`src/rtl/blinker_pkg.sv`:
```
// -----------------------------------------------------------------------------
// blinker_pkg
//   Shared definitions for the multi-channel blinker:
//     - mode_t      : 2-bit channel mode (OFF / ON / BLINK / ONESHOT)
//     - MS_PER_S    : milliseconds per second, used to derive the prescaler
// -----------------------------------------------------------------------------
package blinker_pkg;

    // Channel operating mode, encoded exactly as written on cfg_mode.
    typedef enum logic [1:0] {
        MODE_OFF     = 2'd0,
        MODE_ON      = 2'd1,
        MODE_BLINK   = 2'd2,
        MODE_ONESHOT = 2'd3
    } mode_t;

    localparam int unsigned MS_PER_S = 1000;

endpackage : blinker_pkg

```
`src/rtl/ms_tick.sv`:
```
// -----------------------------------------------------------------------------
// ms_tick
//   Millisecond prescaler shared by all blinker channels. Counts
//   0 .. C_CLK_FRQ/1000-1 and strobes tick on the terminal count, then wraps.
//
// Parameters
//   C_CLK_FRQ : clock frequency in Hz (multiple of 1000)
//
// Ports
//   clk  in  : master clock
//   rstb in  : asynchronous active-low reset
//   en   in  : count enable; when low the counter is held at 0, tick = 0
//   clr  in  : synchronous clear; forces the counter to 0, suppresses tick
//   tick out : one-cycle strobe, high during the terminal-count cycle
// -----------------------------------------------------------------------------
module ms_tick
    import blinker_pkg::*;
#(
    parameter int unsigned C_CLK_FRQ = 100_000_000
) (
    input  logic clk,
    input  logic rstb,
    input  logic en,
    input  logic clr,
    output logic tick
);

    localparam int unsigned DIV   = C_CLK_FRQ / MS_PER_S;
    localparam int          CNT_W = (DIV > 1) ? $clog2(DIV) : 1;
    localparam logic [CNT_W-1:0] LAST = CNT_W'(DIV - 1);

    logic [CNT_W-1:0] cnt;

    // NOTE: sequential state uses non-blocking assignments so every register
    // samples the pre-edge values of its neighbours regardless of block order.
    always_ff @(posedge clk or negedge rstb) begin
        if (!rstb) begin
            cnt <= '0;
        end else if (!en || clr) begin
            cnt <= '0;
        end else if (cnt == LAST) begin
            cnt <= '0;
        end else begin
            cnt <= cnt + CNT_W'(1);
        end
    end

    // Combinational decode of the terminal count; a clear in the same cycle
    // wins so no channel advances while being realigned.
    assign tick = en & ~clr & (cnt == LAST);

endmodule : ms_tick

```
`src/rtl/blinker_multi.sv`:
```
// -----------------------------------------------------------------------------
// blinker_multi
//   Multi-channel, runtime-programmable blinker. One shared millisecond
//   prescaler (ms_tick) drives C_CHANNELS independent channels, each with its
//   own mode, period and on-time written through a single-cycle config port.
//
//   Optional feature: define BLINKER_MULTI_SYNC_EN to add the sync input,
//   which clears the prescaler and all channel phases on the next edge.
//
// Parameters
//   C_CLK_FRQ    : clock frequency in Hz (multiple of 1000)
//   C_CHANNELS   : number of channels, 1..16
//   C_TIME_WIDTH : width of period / on-time / phase fields (ms)
//
// Ports
//   clk        in  : master clock
//   rstb       in  : asynchronous active-low reset
//   en         in  : global enable (low: prescaler/phases held, outputs 0)
//   cfg_wr     in  : one-cycle configuration write strobe
//   cfg_ch     in  : target channel (writes to nonexistent channels ignored)
//   cfg_mode   in  : 0 OFF, 1 ON, 2 BLINK, 3 ONESHOT
//   cfg_period in  : BLINK period in ms
//   cfg_on     in  : high time in ms
//   out        out : registered channel outputs
//   done       out : one-cycle pulse per BLINK wrap / ONESHOT completion
//   tick       out : one-cycle millisecond strobe
//   sync       in  : (BLINKER_MULTI_SYNC_EN only) realign all channels
// -----------------------------------------------------------------------------
module blinker_multi
    import blinker_pkg::*;
#(
    parameter  int unsigned C_CLK_FRQ    = 100_000_000,
    parameter  int unsigned C_CHANNELS   = 3,
    parameter  int unsigned C_TIME_WIDTH = 12,
    localparam int          C_CH_W       = (C_CHANNELS > 1) ? $clog2(C_CHANNELS) : 1
) (
    input  logic                    clk,
    input  logic                    rstb,
    input  logic                    en,
    input  logic                    cfg_wr,
    input  logic [C_CH_W-1:0]       cfg_ch,
    input  logic [1:0]              cfg_mode,
    input  logic [C_TIME_WIDTH-1:0] cfg_period,
    input  logic [C_TIME_WIDTH-1:0] cfg_on,
    output logic [C_CHANNELS-1:0]   out,
    output logic [C_CHANNELS-1:0]   done,
    output logic                    tick
`ifdef BLINKER_MULTI_SYNC_EN
    ,
    input  logic                    sync
`endif
);

    localparam int TW = C_TIME_WIDTH;

    // -------------------------------------------------------------------------
    // Channel realignment source
    // -------------------------------------------------------------------------
    logic clr;

`ifdef BLINKER_MULTI_SYNC_EN
    assign clr = sync;
`else
    assign clr = 1'b0;
`endif

    // -------------------------------------------------------------------------
    // Shared millisecond prescaler
    // -------------------------------------------------------------------------
    ms_tick #(
        .C_CLK_FRQ (C_CLK_FRQ)
    ) u_ms_tick (
        .clk  (clk),
        .rstb (rstb),
        .en   (en),
        .clr  (clr),
        .tick (tick)
    );

    // -------------------------------------------------------------------------
    // Channels
    //
    // Each channel is a two-stage pipeline:
    //   stage 1: mode/period/on/phase state, plus evt marking a wrap or
    //            ONESHOT completion that happened on this edge;
    //   stage 2: out/done registers, loaded from stage-1 state.
    // A write or tick at edge n is therefore visible on out/done at edge n+1,
    // and done lines up with the out update caused by the same wrap.
    // -------------------------------------------------------------------------
    for (genvar i = 0; i < int'(C_CHANNELS); i++) begin : g_ch

        mode_t         mode;
        logic [TW-1:0] period;
        logic [TW-1:0] on_time;
        logic [TW-1:0] phase;
        logic          evt;
        logic          out_q;
        logic          done_q;

        logic          wr_hit;
        logic          level;
        logic          blink_last;
        logic          osh_last;

        // Out-of-range channel numbers never match any i, so they are dropped.
        assign wr_hit = cfg_wr && (cfg_ch == C_CH_W'(i));

        // Wrap / completion decode. The period-1 term is only consulted when
        // period is non-zero, so its underflow is harmless.
        assign blink_last = (phase >= period - TW'(1));
        assign osh_last   = (on_time == '0) || (phase >= on_time - TW'(1));

        // NOTE: every variable assigned in always_comb gets a default first,
        // so no path leaves it unassigned and no latch is inferred.
        always_comb begin
            level = 1'b0;
            unique case (mode)
                MODE_ON:      level = 1'b1;
                MODE_BLINK:   level = (period != '0) && (phase < on_time);
                MODE_ONESHOT: level = (phase < on_time);
                default:      level = 1'b0;
            endcase
        end

        // NOTE: the per-channel configuration lives in plain flops, not a
        // RAM, so it is reset along with the rest of the state; this gives a
        // defined all-OFF power-up without relying on the controller.
        always_ff @(posedge clk or negedge rstb) begin
            if (!rstb) begin
                mode    <= MODE_OFF;
                period  <= '0;
                on_time <= '0;
                phase   <= '0;
                evt     <= 1'b0;
                out_q   <= 1'b0;
                done_q  <= 1'b0;
            end else begin
                // Stage 2: outputs follow the state present before this edge.
                if (en) begin
                    out_q  <= level;
                    done_q <= evt;
                end else begin
                    out_q  <= 1'b0;
                    done_q <= 1'b0;
                end

                // Stage 1 default: no wrap/completion this edge.
                evt <= 1'b0;

                if (wr_hit) begin
                    // A write always restarts the channel, even on a tick.
                    mode    <= mode_t'(cfg_mode);
                    period  <= cfg_period;
                    on_time <= cfg_on;
                    phase   <= '0;
                end else if (!en || clr) begin
                    phase <= '0;
                end else if (tick) begin
                    unique case (mode)
                        MODE_BLINK: begin
                            if (period == '0) begin
                                phase <= '0;
                            end else if (blink_last) begin
                                phase <= '0;
                                evt   <= 1'b1;
                            end else begin
                                phase <= phase + TW'(1);
                            end
                        end
                        MODE_ONESHOT: begin
                            if (osh_last) begin
                                phase <= '0;
                                mode  <= MODE_OFF;
                                evt   <= 1'b1;
                            end else begin
                                phase <= phase + TW'(1);
                            end
                        end
                        default: begin
                            phase <= '0;
                        end
                    endcase
                end
            end
        end

        assign out[i]  = out_q;
        assign done[i] = done_q;

    end : g_ch

endmodule : blinker_multi

```
`config.mk`:
```
export PLATFORM = sky130hd
export DESIGN_NAME = blinker_multi
export DESIGN_NICKNAME = d
export VERILOG_FILES = /design/src/rtl/blinker_pkg.sv /design/src/rtl/ms_tick.sv /design/src/rtl/blinker_multi.sv
export SDC_FILE = /design/constraint.sdc
export NUM_CORES = 1
export LEC_CHECK = 0
export BUFFER_PORTS_ARGS = -buffer_cell sky130_fd_sc_hd__buf_4
export CORE_MARGIN = 1.5
export CORE_UTILIZATION = 55
export CTS_CLUSTER_DIAMETER = 80
export DETAILED_ROUTE_END_ITERATION = 8
export PLACE_DENSITY_LB_ADDON = 0.15
export SYNTH_ARGS = -nofsm -noshare
export SYNTH_HDL_FRONTEND = slang
export SYNTH_SLANG_ARGS = --single-unit
```
`constraint.sdc`:
```
create_clock -name clk -period 4.05 [get_ports clk]
set_clock_uncertainty 0.2 [all_clocks]
set_input_delay 0.81 -clock clk [delete_from_list [all_inputs] [get_ports clk]]
set_output_delay 0.81 -clock clk [all_outputs]
set_load 0.01 [all_outputs]
```
==> results.ini <==
[placement]
dp_hpwl_um = 16900
place_congestion = 0.893
dp.cells = 1298
io_buffers = 38
dp_slack_ns = 0.429

[worst_setup_path]
end_kind = flop
critPathLaunchType = flop
required_ns = 4.20
criticalPathCategory = reg -> reg
crit_fanout = 11
worstPathArrival_ns = 3.79

[hold_path]
hold_path_class = in -> async

[outcome]
outcome = complete, no violations

[cells_and_area]
final_common_cell = dfrtp_1
area_growth_pct = 12.1
final_nets = 1245
diodes = 0
fin_cells = 1329
drive_gt1_frac = 0.115
layout_common_cells = 140 x dfrtp_1, 124 x nand2_1, 121 x ha_1

[yosys]
synth-edff-count = 0
synth_cells = 1051
yosysWarnings = 0
yosysSeqAreaShare = 0.365
synth_flop_cell = dfrtp_1
ys_ff_latch = 140
synth_cell_types = 61
synth.avg_cell_area_um2 = 9.14
synthesis.nets = 1204
synthArstFlopShare = 1.00
synth_area_mm2 = 0.00961

[power]
p_per_area_mw_per_mm2 = 400
power.leakage_uw = 0.00492
ir_drop_mv = 0.341

[grt]
grt_usage = 0.271
use_met3 = 0.0415
use_met1 = 0.376
antenna_found_initial = 0
grt_pass1_wl_um = 38300
grt_pass1_vias = 7358
gr-usage-met2 = 0.430
overflow = 0
grt_max_degree = 94
grt-busiest-layer = met2

[floorplanning]
ios = 39
die_area_mm2 = 0.0183
rows = 48
start_util = 0.559
die_x_um = 135
die_h_um = 135
core_area_mm2 = 0.0172

[route]
drc = 0
dr.first_iter.drc_count = 509
vias = 7775
vias_per_cell = 5.85
routedWlPerCell_um = 17.5
drtPass1Iterations = 5
antenna_left = 0
wirelength_um = 23300

[timing]
clock.fmax_mhz = 274
fin_tns_setup_ns = 0
fin_crit_sh = 0.900
whs_ns = 0.238
rsz0062_at_grt = no
setup_viol = 0
period_needed_ns = 3.64
fin_ws_ns = 0.406
slew_viol_final = 0
tightest_slew_ns = 0.893
hold_violations = 0
max-slew-margin-rel = 0.405

[clock_network]
cts_buffers = 17
hold_buffers = 0
clkLatencyLatePin_ns = 0.43
clk_pin_slew_ns = 0.06
cts-resized-gates = 0
cts_buffer_depth = 2
h-tree-depth = 4
clock-root-buffer = clkbuf_16
post_cts_buffers = 0
cts_sinks = 140
cts_tree = yes

[job]
drv_cap = 0

==> cells in the mapped netlist (2+ instances only) <==
cell	count	area share
nand3b_1	18	0.014
o21ai_0	71	0.037
clkbuf_1	16	0.0063
or4_1	5	0.0039
o2111a_1	3	0.0035
dfrtp_1	140	0.36
a211oi_1	8	0.0063
nor4_1	13	0.0085
o22ai_1	2	0.0013
xor2_1	16	0.015
xnor2_1	57	0.052
nor3_1	31	0.016
a31oi_1	36	0.023
or3_1	8	0.0052
and4_1	3	0.0027
nor2b_1	15	0.0098
a21oi_1	40	0.021
nand3_1	50	0.026
and3_1	14	0.0091
nor2_1	66	0.026
o211ai_1	6	0.0047
and3b_1	2	0.0018
mux2_2	35	0.041
a21o_1	9	0.0070
nand4b_1	3	0.0027
inv_1	57	0.022
nand2b_1	10	0.0065
buf_4	6	0.0047
nand2_1	124	0.048
nor3b_1	5	0.0039
and2_1	7	0.0046
buf_2	4	0.0021
ha_1	121	0.16
buf_6	3	0.0035
nand4_1	21	0.014
==> metrics by stage <==
stage	util	instance area (µm²)	power, µW
2_1_floorplan	-	9610	2370
3_3_place_gp	0.591	10100	2630
3_5_place_dp	0.591	10100	2660
4_1_cts	0.626	10800	4320
5_1_grt	0.627	10800	4550
6_report	0.627	10800	4310
==> path summary, 6_finish.rpt <==
| check | cells after the start | startpoint | slack, ns | end |
|---|---|---|---|---|
| min in group clk | 1 | g_ch[2].evt | 0.25 | g_ch[2].done_q |
| setup / recovery | 14 | g_ch[1].on_time[0] | 0.41 | g_ch[1].phase[5] |
| hold reg to reg | 1 | g_ch[2].evt | 0.25 | g_ch[2].done_q |
| setup reg to reg | 14 | g_ch[1].on_time[0] | 0.41 | g_ch[1].phase[5] |
| hold / removal | 1 | rstb | 0.24 | u_ms_tick.cnt[15] |
| max in group asynchronous | 2 | rstb | 2.56 | g_ch[1].phase[1] |
==> registers in the layout, summed over array words and instances (netlist names) <==
register and flops:
g_ch.on_time 36, g_ch.period 36, g_ch.phase 36, u_ms_tick.cnt 17
g_ch.mode 6, g_ch.done_q 3, g_ch.evt 3, g_ch.out_q 3
==> final cells by class <==
class,count,area [µm²]
clock buffers,19,443
clock inverters,12,170
fillers,1472,6410
inverters,58,218
multi-input cells,822,5740
flip-flops and latches,140,3500
well taps,225,282
repair buffers,53,414
==> cell families after synthesis <==
logic type | synth area share
multiplexers | 0.0410
adder cells (fa/ha/maj) | 0.158
buffers and inverters | 0.0401
AND/OR/NAND/NOR | 0.210
flip-flops | 0.365
AO/OA/AOI/OAI | 0.120
XOR/XNOR | 0.0666
==> routing by layer <==
layer / wire length [µm] / share of wire
met4: 625 / 0.027
met2: 10800 / 0.46
met3: 969 / 0.042
met5: 0 / 0
met1: 10900 / 0.47
==> worst max-delay path, stage by stage (launching register included) <==
cell and delay [ns]:
dfrtp_1 0.40, inv_1 0.10, ha_1 0.20, or4b_2 0.66, nor4_1 0.28, xnor2_1 0.12, ha_1 0.19, a21oi_1 0.12
o21ai_0 0.10, a21oi_1 0.21, nand2_1 0.09, o32ai_1 0.34, buf_4 0.30, nand3_1 0.10, a31oi_1 0.17
==> report_power, final <==
group | internal (µW) | leakage (µW) | total, µW | switching, µW
sequential | 1540 | 0.00181 | 1710 | 165
clock | 1040 | 0.000303 | 1660 | 622
combinational | 417 | 0.00281 | 940 | 522
Note: power is estimated with default switching activity, not from simulation.
